===== config.mk =====
export PLATFORM = sky130hd
export DESIGN_NAME = tt_eqv_engine
export DESIGN_NICKNAME = d
export VERILOG_FILES = /design/src/rtl/tt_pkg.sv /design/src/rtl/tt_sweep_ctrl.sv /design/src/rtl/tt_eqv_engine.sv
export SDC_FILE = /design/constraint.sdc
export NUM_CORES = 1
export LEC_CHECK = 0
export BUFFER_PORTS_ARGS = -buffer_cell sky130_fd_sc_hd__buf_2
export CAP_MARGIN = 20
export CELL_PAD_IN_SITES_DETAIL_PLACEMENT = 2
export CELL_PAD_IN_SITES_GLOBAL_PLACEMENT = 2
export CORE_MARGIN = 4
export CORE_UTILIZATION = 35
export CTS_BUF_LIST = sky130_fd_sc_hd__clkbuf_8
export CTS_CLUSTER_DIAMETER = 80
export DETAILED_ROUTE_END_ITERATION = 8
export GPL_ROUTABILITY_DRIVEN = 0
export PLACE_DENSITY = 0.87
export SYNTH_ARGS = -nofsm -noshare
export SYNTH_HDL_FRONTEND = slang
export SYNTH_SLANG_ARGS = --single-unit

===== constraint.sdc =====
create_clock -name clk -period 3.5 [get_ports clk]
set_input_delay 1.05 -clock clk [delete_from_list [all_inputs] [get_ports clk]]
set_output_delay 1.05 -clock clk [all_outputs]
set_load 0.01 [all_outputs]

===== src/rtl/tt_pkg.sv =====
// tt_pkg: shared types and helpers for the truth-table equivalence engine.
//   sweep_state_t : sweep FSM states (IDLE, SWEEP, DONE)
//   tt_width()    : truth-table width for a given number of function inputs
//   lsb_index()   : index of the lowest set bit of a vector (0 when none set)
package tt_pkg;

  typedef enum logic [1:0] {
    IDLE  = 2'd0,
    SWEEP = 2'd1,
    DONE  = 2'd2
  } sweep_state_t;

  // Largest supported table is 2**8 entries; helpers operate on that width.
  localparam int TT_MAX_W = 256;

  function automatic int tt_width(input int n_in);
    return 1 << n_in;
  endfunction

  // Scanning from the top down leaves the lowest set index in r.
  function automatic int lsb_index(input logic [TT_MAX_W-1:0] v);
    int r;
    r = 0;
    for (int i = TT_MAX_W - 1; i >= 0; i--) begin
      if (v[i]) r = i;
    end
    return r;
  endfunction

endpackage


===== src/rtl/tt_sweep_ctrl.sv =====
// tt_sweep_ctrl: exhaustive sweep of an external combinational netlist.
// Drives every input vector in turn, captures the responses into a table and
// compares it with the stored truth table when the sweep completes.
//   clk, rst       : clock, asynchronous active-high reset
//   start          : single-cycle sweep request (honoured in IDLE only)
//   tt             : stored truth table to compare against
//   sweep_y        : netlist response to sweep_x (same cycle)
//   sweep_x        : vector currently driven to the netlist
//   busy           : high in SWEEP and DONE
//   done           : one-cycle pulse while in DONE
//   match          : captured table equals stored table
//   mism_idx       : lowest differing index, 0 when matched
//   cap            : captured table of the last completed sweep
module tt_sweep_ctrl
  import tt_pkg::*;
#(
  parameter int N_IN = 4,
  localparam int TT_W = tt_width(N_IN)
) (
  input  logic            clk,
  input  logic            rst,
  input  logic            start,
  input  logic [TT_W-1:0] tt,
  input  logic            sweep_y,
  output logic [N_IN-1:0] sweep_x,
  output logic            busy,
  output logic            done,
  output logic            match,
  output logic [N_IN-1:0] mism_idx,
  output logic [TT_W-1:0] cap
);

  localparam logic [N_IN-1:0] IDX_LAST = N_IN'(TT_W - 1);
  localparam logic [N_IN-1:0] IDX_ONE  = N_IN'(1);

  sweep_state_t            state;
  logic [N_IN-1:0]         idx;
  logic [TT_W-1:0]         cap_work;
  logic [TT_W-1:0]         cap_next;
  logic [TT_MAX_W-1:0]     diff_ext;

  // The final response arrives in the same cycle the FSM decides to enter
  // DONE, so the compare uses the working table with that bit merged in.
  always_comb begin
    cap_next      = cap_work;
    cap_next[idx] = sweep_y;
  end

  always_comb begin
    diff_ext            = '0;
    diff_ext[TT_W-1:0]  = cap_next ^ tt;
  end

  assign sweep_x = idx;

  always_ff @(posedge clk or posedge rst) begin
    if (rst) begin
      state    <= IDLE;
      idx      <= '0;
      cap_work <= '0;
      busy     <= 1'b0;
      done     <= 1'b0;
      match    <= 1'b0;
      mism_idx <= '0;
      cap      <= '0;
    end else begin
      done <= 1'b0;
      case (state)
        IDLE: begin
          if (start) begin
            state <= SWEEP;
            busy  <= 1'b1;
            idx   <= '0;
          end
        end
        SWEEP: begin
          cap_work <= cap_next;
          if (idx == IDX_LAST) begin
            state    <= DONE;
            idx      <= '0;
            done     <= 1'b1;
            match    <= (cap_next == tt);
            mism_idx <= N_IN'(lsb_index(diff_ext));
            cap      <= cap_next;
          end else begin
            idx <= idx + IDX_ONE;
          end
        end
        DONE: begin
          state <= IDLE;
          busy  <= 1'b0;
        end
        default: begin
          state <= IDLE;
          busy  <= 1'b0;
        end
      endcase
    end
  end

endmodule


===== src/rtl/tt_eqv_engine.sv =====
// tt_eqv_engine: programmable truth-table engine.
// Holds a 2**N_IN-bit truth table, evaluates vectors against it over a
// valid/ready stream, and runs exhaustive sweeps of an external netlist.
//   clk, rst                       : clock, asynchronous active-high reset
//   cfg_valid/cfg_ready/cfg_tt     : table load handshake (ready only in IDLE)
//   in_valid/in_ready/in_x         : eval vector stream
//   out_valid/out_ready/out_y      : eval result stream, f(in_x)
//   sweep_start                    : single-cycle sweep request
//   sweep_x/sweep_y                : vector to / response from the netlist
//   sweep_busy/sweep_done          : sweep in progress / result pulse
//   sweep_match/sweep_mism_idx/sweep_cap : result of last completed sweep
module tt_eqv_engine
  import tt_pkg::*;
#(
  parameter int N_IN = 4,
  localparam int TT_W = tt_width(N_IN)
) (
  input  logic            clk,
  input  logic            rst,
  input  logic            cfg_valid,
  output logic            cfg_ready,
  input  logic [TT_W-1:0] cfg_tt,
  input  logic            in_valid,
  output logic            in_ready,
  input  logic [N_IN-1:0] in_x,
  output logic            out_valid,
  input  logic            out_ready,
  output logic            out_y,
  input  logic            sweep_start,
  output logic [N_IN-1:0] sweep_x,
  input  logic            sweep_y,
  output logic            sweep_busy,
  output logic            sweep_done,
  output logic            sweep_match,
  output logic [N_IN-1:0] sweep_mism_idx,
  output logic [TT_W-1:0] sweep_cap
);

  logic [TT_W-1:0] tt_reg;
  logic            accept_p0;
  logic            y_p1;
  logic            vld_p1;

  // busy is registered high exactly in SWEEP and DONE, so its inverse is IDLE.
  assign cfg_ready = !sweep_busy;

  always_ff @(posedge clk or posedge rst) begin
    if (rst) begin
      tt_reg <= '0;
    end else if (cfg_valid && cfg_ready) begin
      tt_reg <= cfg_tt;
    end
  end

  // Stage p0 -> p1: table lookup. A load on the same edge is not yet visible.
  assign in_ready  = !vld_p1 || out_ready;
  assign accept_p0 = in_valid && in_ready;

  always_ff @(posedge clk or posedge rst) begin
    if (rst) begin
      vld_p1 <= 1'b0;
      y_p1   <= 1'b0;
    end else if (accept_p0) begin
      vld_p1 <= 1'b1;
      y_p1   <= tt_reg[in_x];
    end else if (out_ready) begin
      vld_p1 <= 1'b0;
    end
  end

  assign out_valid = vld_p1;
  assign out_y     = y_p1;

  tt_sweep_ctrl #(
    .N_IN(N_IN)
  ) u_sweep (
    .clk      (clk),
    .rst      (rst),
    .start    (sweep_start),
    .tt       (tt_reg),
    .sweep_y  (sweep_y),
    .sweep_x  (sweep_x),
    .busy     (sweep_busy),
    .done     (sweep_done),
    .match    (sweep_match),
    .mism_idx (sweep_mism_idx),
    .cap      (sweep_cap)
  );

endmodule


==> flow_summary.ini, run 1 <==
[clock_network]
postCtsSetupRepairBufs = 0
cts_resized = 0
cts_sinks = 63
path_clk_slew_ps = 70
htree_levels = 3
cts_tree = built
clk_path_buf_depth = 2
cts_buffers = 9
hold_buffers = 0
cts-root-buf = clkbuf_8
worstSkewPairLatency_ps = 360

[timing]
slew_headroom = 0.439
post-route-min-period_ps = 2940
slew_viol_final = 0
final.setup.tns_ps = 0
fin_crit_sh = 0.839
final_hold_viol_count = 0
setup_viol = 0
fmax_mhz = 341
setup_ws_ps = 564
rsz0062_at_grt = false
tightest_slew_ps = 841
fin_skew_ps = 12.0

[floorplanning]
dieHeight_microns = 105
ioPinCount = 58
rows = 35
coreArea_sq_um = 9150
initial_core_util = 0.358
die_area_sq_um = 11000
chipWidth_microns = 105

[logic_synthesis]
synth_area_sq_um = 3270
synth_edf_count = 0
syn-num-nets = 322
synth.distinct_cells = 46
syn_avg_cell_area_sq_um = 11.3
ys_seq_elements = 63
synth_cells = 291
ys.flop_type = dfrtp_1
ys_seq_area_frac = 0.481
ys_warn_count = 0
async_reset_ff_frac = 1.00

[critical_path]
crit_path_top_delay_cell = nor4_1
crit_chain = inv_1 > ha_1 > nand3b_1 > mux2i_1 > xnor2_1 > nor4_1 > o21ai_0 > a22o_1
setup.worst_path.class = flop to flop
worst_ep_required_time_ps = 3740
critPathArrivalTime_ps = 3180
end_kind = flop
r2r_cells = 8
critPathLaunch = u_sweep.sweep_x[0]$_DFFE_PP0P_
max_stage_delay_ps = 660
crit_path_end = u_sweep.mism_idx[2]$_DFFE_PP0P_
startpoint_type = flop
worstReg2RegStart = u_sweep.sweep_x[0]$_DFFE_PP0P_
critPathMaxFanout = 7
reg2reg_slack_ps = 560
r2r-end = u_sweep.mism_idx[2]$_DFFE_PP0P_

[finish]
syn2layout_area_growth_pct = 17.1
fillers = 981
diodes = 0
postLayoutCoreUtil = 0.419
stdcell_area_sq_um = 3830
drive_above_1_share = 0.339
final_nets = 379

[place]
dpl_cell_area_sq_um = 3650
hpwl_mm = 6.90
post-place-ws_ps = 350
io_buffers = 57

[global_route]
gr-total-overflow = 0
grt_use_total = 0.193
grt_pass1_wl_mm = 16.4
first_global_vias = 2914
grt_max_degree = 64
antenna_found_initial = 0

[power]
switchingPower_w = 0.00174
clkPwrFrac = 0.154
ir_worst_vdd_mv = 0.318
intPower_w = 0.00224
leakage_nw = 1.78
power_density_nw_per_um2 = 1040
seqPwrFrac = 0.363
p_comb_frac = 0.484
switching_share = 0.437

[run]
maxCapViolations = 0

[route]
drt-wirelength-per-cell_microns = 21.9
drt_iter0_drc = 91
drcViolationCount = 0
routed_via_density = 5.40
routed_wirelength_mm = 10.1
antenna_left = 0
num_vias = 2495
dr.pass1.iters = 4

[status]
outcome = finished clean

[hold_path]
hold_class = flop to flop
==> per-layer routing <==
layer,vias up,global-route usage,part of all wire
met5,-,0,0
met4,0,0.0825,0.025
met3,15,0.0358,0.028
met2,50,0.332,0.53
met1,1296,0.236,0.42
li1,1134,-,-
==> worst min-delay path by stage <==
stage / from / endpoint / slack (ps) / cells after the start
floorplan: u_sweep.cap_work[15]$_DFFE_PP0P_ / u_sweep.cap_work[15]$_DFFE_PP0P_ / 450 / 2
global placement: u_sweep.cap[2]$_DFFE_PP0P_ / u_sweep.cap[2]$_DFFE_PP0P_ / 460 / 2
detailed placement: u_sweep.cap[13]$_DFFE_PP0P_ / u_sweep.cap[13]$_DFFE_PP0P_ / 470 / 2
CTS: u_sweep.cap[13]$_DFFE_PP0P_ / u_sweep.cap[13]$_DFFE_PP0P_ / 490 / 2
global route: u_sweep.cap[3]$_DFFE_PP0P_ / u_sweep.cap[3]$_DFFE_PP0P_ / 510 / 2
finish: u_sweep.cap[3]$_DFFE_PP0P_ / u_sweep.cap[3]$_DFFE_PP0P_ / 480 / 2
==> cell type report <==
| cell class | instances | area (sq um) | area share |
|---|---|---|---|
| Clock buffer | 13 | 179 | 0.0467 |
| Timing Repair Buffer | 61 | 315 | 0.0822 |
| Sequential cell | 63 | 1580 | 0.411 |
| Clock inverter | 1 | 3.75 | 0.000979 |
| Tap cell | 111 | 139 | 0.0362 |
| Multi-Input combinational cell | 204 | 1590 | 0.414 |
| Inverter | 9 | 33.8 | 0.00881 |
==> cell families (layout without fill, tap and decap cells) <==
logic type      Yosys count  in the layout  share of synthesized area
simple gates             88             88                      0.143
buf+inv                  24             84                     0.0340
fa+ha+maj                 4              4                     0.0153
xor+xnor                 20             20                     0.0535
flops                    63             63                      0.481
compound gates           38             38                     0.0738
mux                      54             54                      0.199
==> cell usage in the layout (no fill, tap or decap), drive strengths merged, types with 2 or more instances in the layout <==
cell,instances
o21ai,19
dfrtp,63
ha,4
a22o,3
o41ai,3
or4,2
buf,61
inv,10
nor3b,4
nand2b,6
nor2b,2
nor2,18
nand3b,8
nand3,7
a21oi,5
xnor2,13
clkbuf,13
mux4,5
xor2,7
mux2i,17
mux2,32
nand2,33
==> per-stage QoR <==
| step | total power [W] | hold WS, ps | cells |
|---|---|---|---|
| floorplan | 0.00267 | 445 | 291 |
| global route | 0.00426 | 507 | 462 |
| global placement | 0.00317 | 462 | 448 |
| detailed placement | 0.00332 | 470 | 448 |
| CTS | 0.00402 | 487 | 462 |
| finish | 0.00399 | 479 | 462 |
==> power groups by stage <==
stage	Clock, W	Sequential, W	Combinational [W]
3_3_place_gp	0	0.00143	0.00175
3_5_place_dp	0	0.00145	0.00186
2_1_floorplan	0	0.00137	0.00130
6_report	0.000614	0.00145	0.00193
4_1_cts	0.000624	0.00145	0.00195
5_1_grt	0.000664	0.00150	0.00209
==> critical path: cells and delay by family (launching register included) <==
family	cells	cell delay [ps]
xor+xnor	1	210
buf+inv	1	150
mux	1	350
flops	1	470
compound gates	2	460
fa+ha+maj	1	360
simple gates	2	820
==> cell usage after synthesis, types with 5 or more instances <==
library cell | count | share of area
mux2i_1 | 15 | 0.046
nor2_1 | 18 | 0.021
dfrtp_1 | 63 | 0.48
xnor2_1 | 13 | 0.035
o21ai_0 | 18 | 0.028
inv_1 | 9 | 0.010
mux2_2 | 32 | 0.11
mux4_2 | 5 | 0.034
nand2b_1 | 5 | 0.0096
nand3_1 | 6 | 0.0092
xor2_1 | 7 | 0.019
nand2_1 | 33 | 0.038
a21oi_1 | 5 | 0.0076
nand3b_1 | 7 | 0.016
clkbuf_1 | 9 | 0.010
(Power assumes the default switching activity.)
==> run 2, diff against run 1 <==
--- a/config.mk
+++ b/config.mk
@@ -5,17 +5,18 @@
 export SDC_FILE = /design/constraint.sdc
 export NUM_CORES = 1
 export LEC_CHECK = 0
+export ABC_AREA = 1
 export BUFFER_PORTS_ARGS = -buffer_cell sky130_fd_sc_hd__buf_2
 export CAP_MARGIN = 20
 export CELL_PAD_IN_SITES_DETAIL_PLACEMENT = 2
 export CELL_PAD_IN_SITES_GLOBAL_PLACEMENT = 2
 export CORE_MARGIN = 4
-export CORE_UTILIZATION = 35
+export CORE_UTILIZATION = 34
 export CTS_BUF_LIST = sky130_fd_sc_hd__clkbuf_8
 export CTS_CLUSTER_DIAMETER = 80
 export DETAILED_ROUTE_END_ITERATION = 8
 export GPL_ROUTABILITY_DRIVEN = 0
-export PLACE_DENSITY = 0.87
+export PLACE_DENSITY = 0.92
 export SYNTH_ARGS = -nofsm -noshare
 export SYNTH_HDL_FRONTEND = slang
 export SYNTH_SLANG_ARGS = --single-unit
==> constraint.sdc (replaced) <==
create_clock -name clk -period 3 [get_ports clk]
set_input_delay 0.9 -clock clk [delete_from_list [all_inputs] [get_ports clk]]
set_output_delay 0.9 -clock clk [all_outputs]
set_load 0.01 [all_outputs]
==> run 2 against run 1 <==
Effect of this change:
- synthesized cell count up 26%
- first-iteration DRC count rose by 40%
- largest power group unchanged
- area after synthesis fell by 4.8%
==> flow_summary.ini, run 2 <==
[global_route]
grt_max_degree = 64
gr-total-overflow = 0
antenna_found_initial = 0
grt_pass1_wl_mm = 18.7
first_global_vias = 3380
grt_use_total = 0.219

[logic_synthesis]
syn_avg_cell_area_sq_um = 8.47
synth_top_family_by_area = simple AND/OR/NAND/NOR gates
synth_fa_ha_area_frac = 0.0161
synth_most_common_cell = nand2_1
synthMuxAreaShare = 0.0397
yosysTopAreaCell = dfrtp_1
yosys.area_share.simple = 0.205
yosysTopAreaCellShare = 0.506
ys_warn_count = 0
synth.distinct_cells = 33
ys_seq_elements = 63
synth_edf_count = 0
ys.flop_type = dfrtp_1
yosys.area_share.xor_xnor = 0.0393
synth_area_sq_um = 3120
synth_commonest_cells = nand2_1 (98), dfrtp_1 (63), o21ai_0 (39)
synth_area_leaders = dfrtp_1 (51%), nand2_1 (12%), o21ai_0 (6.3%), mux2_2 (4.0%), inv_1 (3.7%)
synth_cells = 368
ys_seq_area_frac = 0.506
syn-num-nets = 399
synth-compound-area-share = 0.136
async_reset_ff_frac = 1.00

[power]
clkPwrFrac = 0.186
seqPwrFrac = 0.354
switchingPower_w = 0.00205
p_comb_frac = 0.461
power_density_nw_per_um2 = 1190
ir_worst_vdd_mv = 0.389
leakage_nw = 1.89
switching_share = 0.458
intPower_w = 0.00242

[finish]
diodes = 0
final_cell_count_no_fill = 541
drive_above_1_share = 0.233
syn2layout_area_growth_pct = 20.1
final_cell_mix = nand2_1 (98), dfrtp_1 (63), buf_2 (57), o21ai_0 (39), inv_1 (31)
final_nets = 460
layout_commonest_cell = nand2_1

[route]
routed_via_density = 5.34
drt-wirelength-per-cell_microns = 20.7
num_vias = 2889
dr.pass1.iters = 4
antenna_left = 0
drcViolationCount = 0
routed_wirelength_mm = 11.2
drt_iter0_drc = 127

[clock_network]
worstSkewPairLatency_ps = 350
path_clk_slew_ps = 70
cts_sinks = 63
cts_resized = 0
htree_levels = 3
postCtsSetupRepairBufs = 0
hold_buffers = 0
cts_tree = built
cts-root-buf = clkbuf_8
clk_path_buf_depth = 2
cts_buffers = 9

[place]
hpwl_mm = 7.85
dp.cells = 526
io_buffers = 57

[timing]
post-route-min-period_ps = 2640
fin_crit_sh = 0.879
setup_viol = 0
fin_skew_ps = 8.12
fmax_mhz = 379
tightest_slew_ps = 803
final_hold_viol_count = 0
slew_headroom = 0.463
rsz0062_at_grt = false
slew_viol_final = 0
final.setup.tns_ps = 0

[critical_path]
critPathMaxFanout = 15
critPathArrivalTime_ps = 2880
r2r-end = u_sweep.mism_idx[0]$_DFFE_PP0P_
r2r_cells = 18
worstReg2RegStart = u_sweep.sweep_x[2]$_DFFE_PP0P_
end_kind = flop
worst_ep_required_time_ps = 3240
reg2reg_slack_ps = 410
setup.worst_path.class = primary input to flop
startpoint_type = primary input

[floorplanning]
rows = 34
chipWidth_microns = 104
ioPinCount = 58
initial_core_util = 0.354
dieHeight_microns = 104
coreArea_sq_um = 8810
die_area_sq_um = 10800

[run]
maxCapViolations = 0

[hold_path]
hold_depth = 2
min_from = u_sweep.cap[15]$_DFFE_PP0P_
hold_class = flop to flop
min_to = u_sweep.cap[15]$_DFFE_PP0P_

[status]
outcome = finished clean
[run 2: worst max-delay path by stage]
stage,endpoint,startpoint
floorplan,out_valid$_DFFE_PP0P_,rst
global placement,u_sweep.mism_idx[2]$_DFFE_PP0P_,sweep_y
detailed placement,u_sweep.mism_idx[2]$_DFFE_PP0P_,sweep_y
CTS,u_sweep.mism_idx[0]$_DFFE_PP0P_,sweep_y
global route,u_sweep.mism_idx[0]$_DFFE_PP0P_,u_sweep.sweep_x[2]$_DFFE_PP0P_
finish,u_sweep.mism_idx[0]$_DFFE_PP0P_,sweep_y
[run 2: logic make-up (layout without fill, tap and decap cells)]
kind of cell               after synthesis  in the layout
and+or+nand+nor                        155            155
xor gates and xnor gates                14             14
buffers and inverters                   46            111
adders and majority gates                4              4
DFF                                     63             63
muxes                                   11             11
AOI/OAI and AO/OA                       75             75
[run 2: through the flow]
stage / util / hold WS, ps / total power (W) / setup slack, ps / instance area (sq um)
floorplan: - / 442 / 0.00278 / 530 / 3120
global placement: 0.401 / 455 / 0.00335 / 241 / 3530
detailed placement: 0.401 / 459 / 0.00357 / 120 / 3530
CTS: 0.425 / 476 / 0.00449 / 393 / 3750
global route: 0.425 / 500 / 0.00481 / 165 / 3750
finish: 0.425 / 468 / 0.00446 / 362 / 3750
[run 2: power by group through the flow]
stage / registers [W] / logic (W) / clock network [W]
2_1_floorplan: 0.00152 / 0.00127 / 0
3_3_place_gp: 0.00156 / 0.00179 / 0
3_5_place_dp: 0.00158 / 0.00199 / 0
4_1_cts: 0.00158 / 0.00207 / 0.000844
5_1_grt: 0.00163 / 0.00229 / 0.000890
6_report: 0.00158 / 0.00205 / 0.000829
[run 2: critical path, stage by stage]
cell     delay [ps]
buf_2           130
inv_1           360
nand3_1         190
nand2_1         180
nand2_1          80
nand2_1         120
nand2_1          80
nand2_1          70
nand2_1          50
nand2_1          70
nand2_1          60
nand2_1          80
nand2_1          60
nand2_1          60
nand2_1          50
nand2_1          50
nand2_1          50
nand2_1          60
nand2_1          50
nand2_1          50
nand2_1          40
[run 2: per-layer routing]
layer / routed length [microns] / up-vias / global-route usage
li1: - / 1321 / -
met1: 4730 / 1492 / 0.262
met2: 5880 / 62 / 0.388
met3: 351 / 14 / 0.0473
met4: 240 / 0 / 0.0779
met5: 0 / - / 0
[run 2: final cells by class]
type / count / area, sq um
tap: 108 / 135
clock inverter: 5 / 73.8
inverter: 34 / 128
multi-input combinational: 259 / 1360
sequential: 63 / 1580
timing repair buffer: 62 / 335
fill: 993 / 5060
clock buffer: 10 / 138
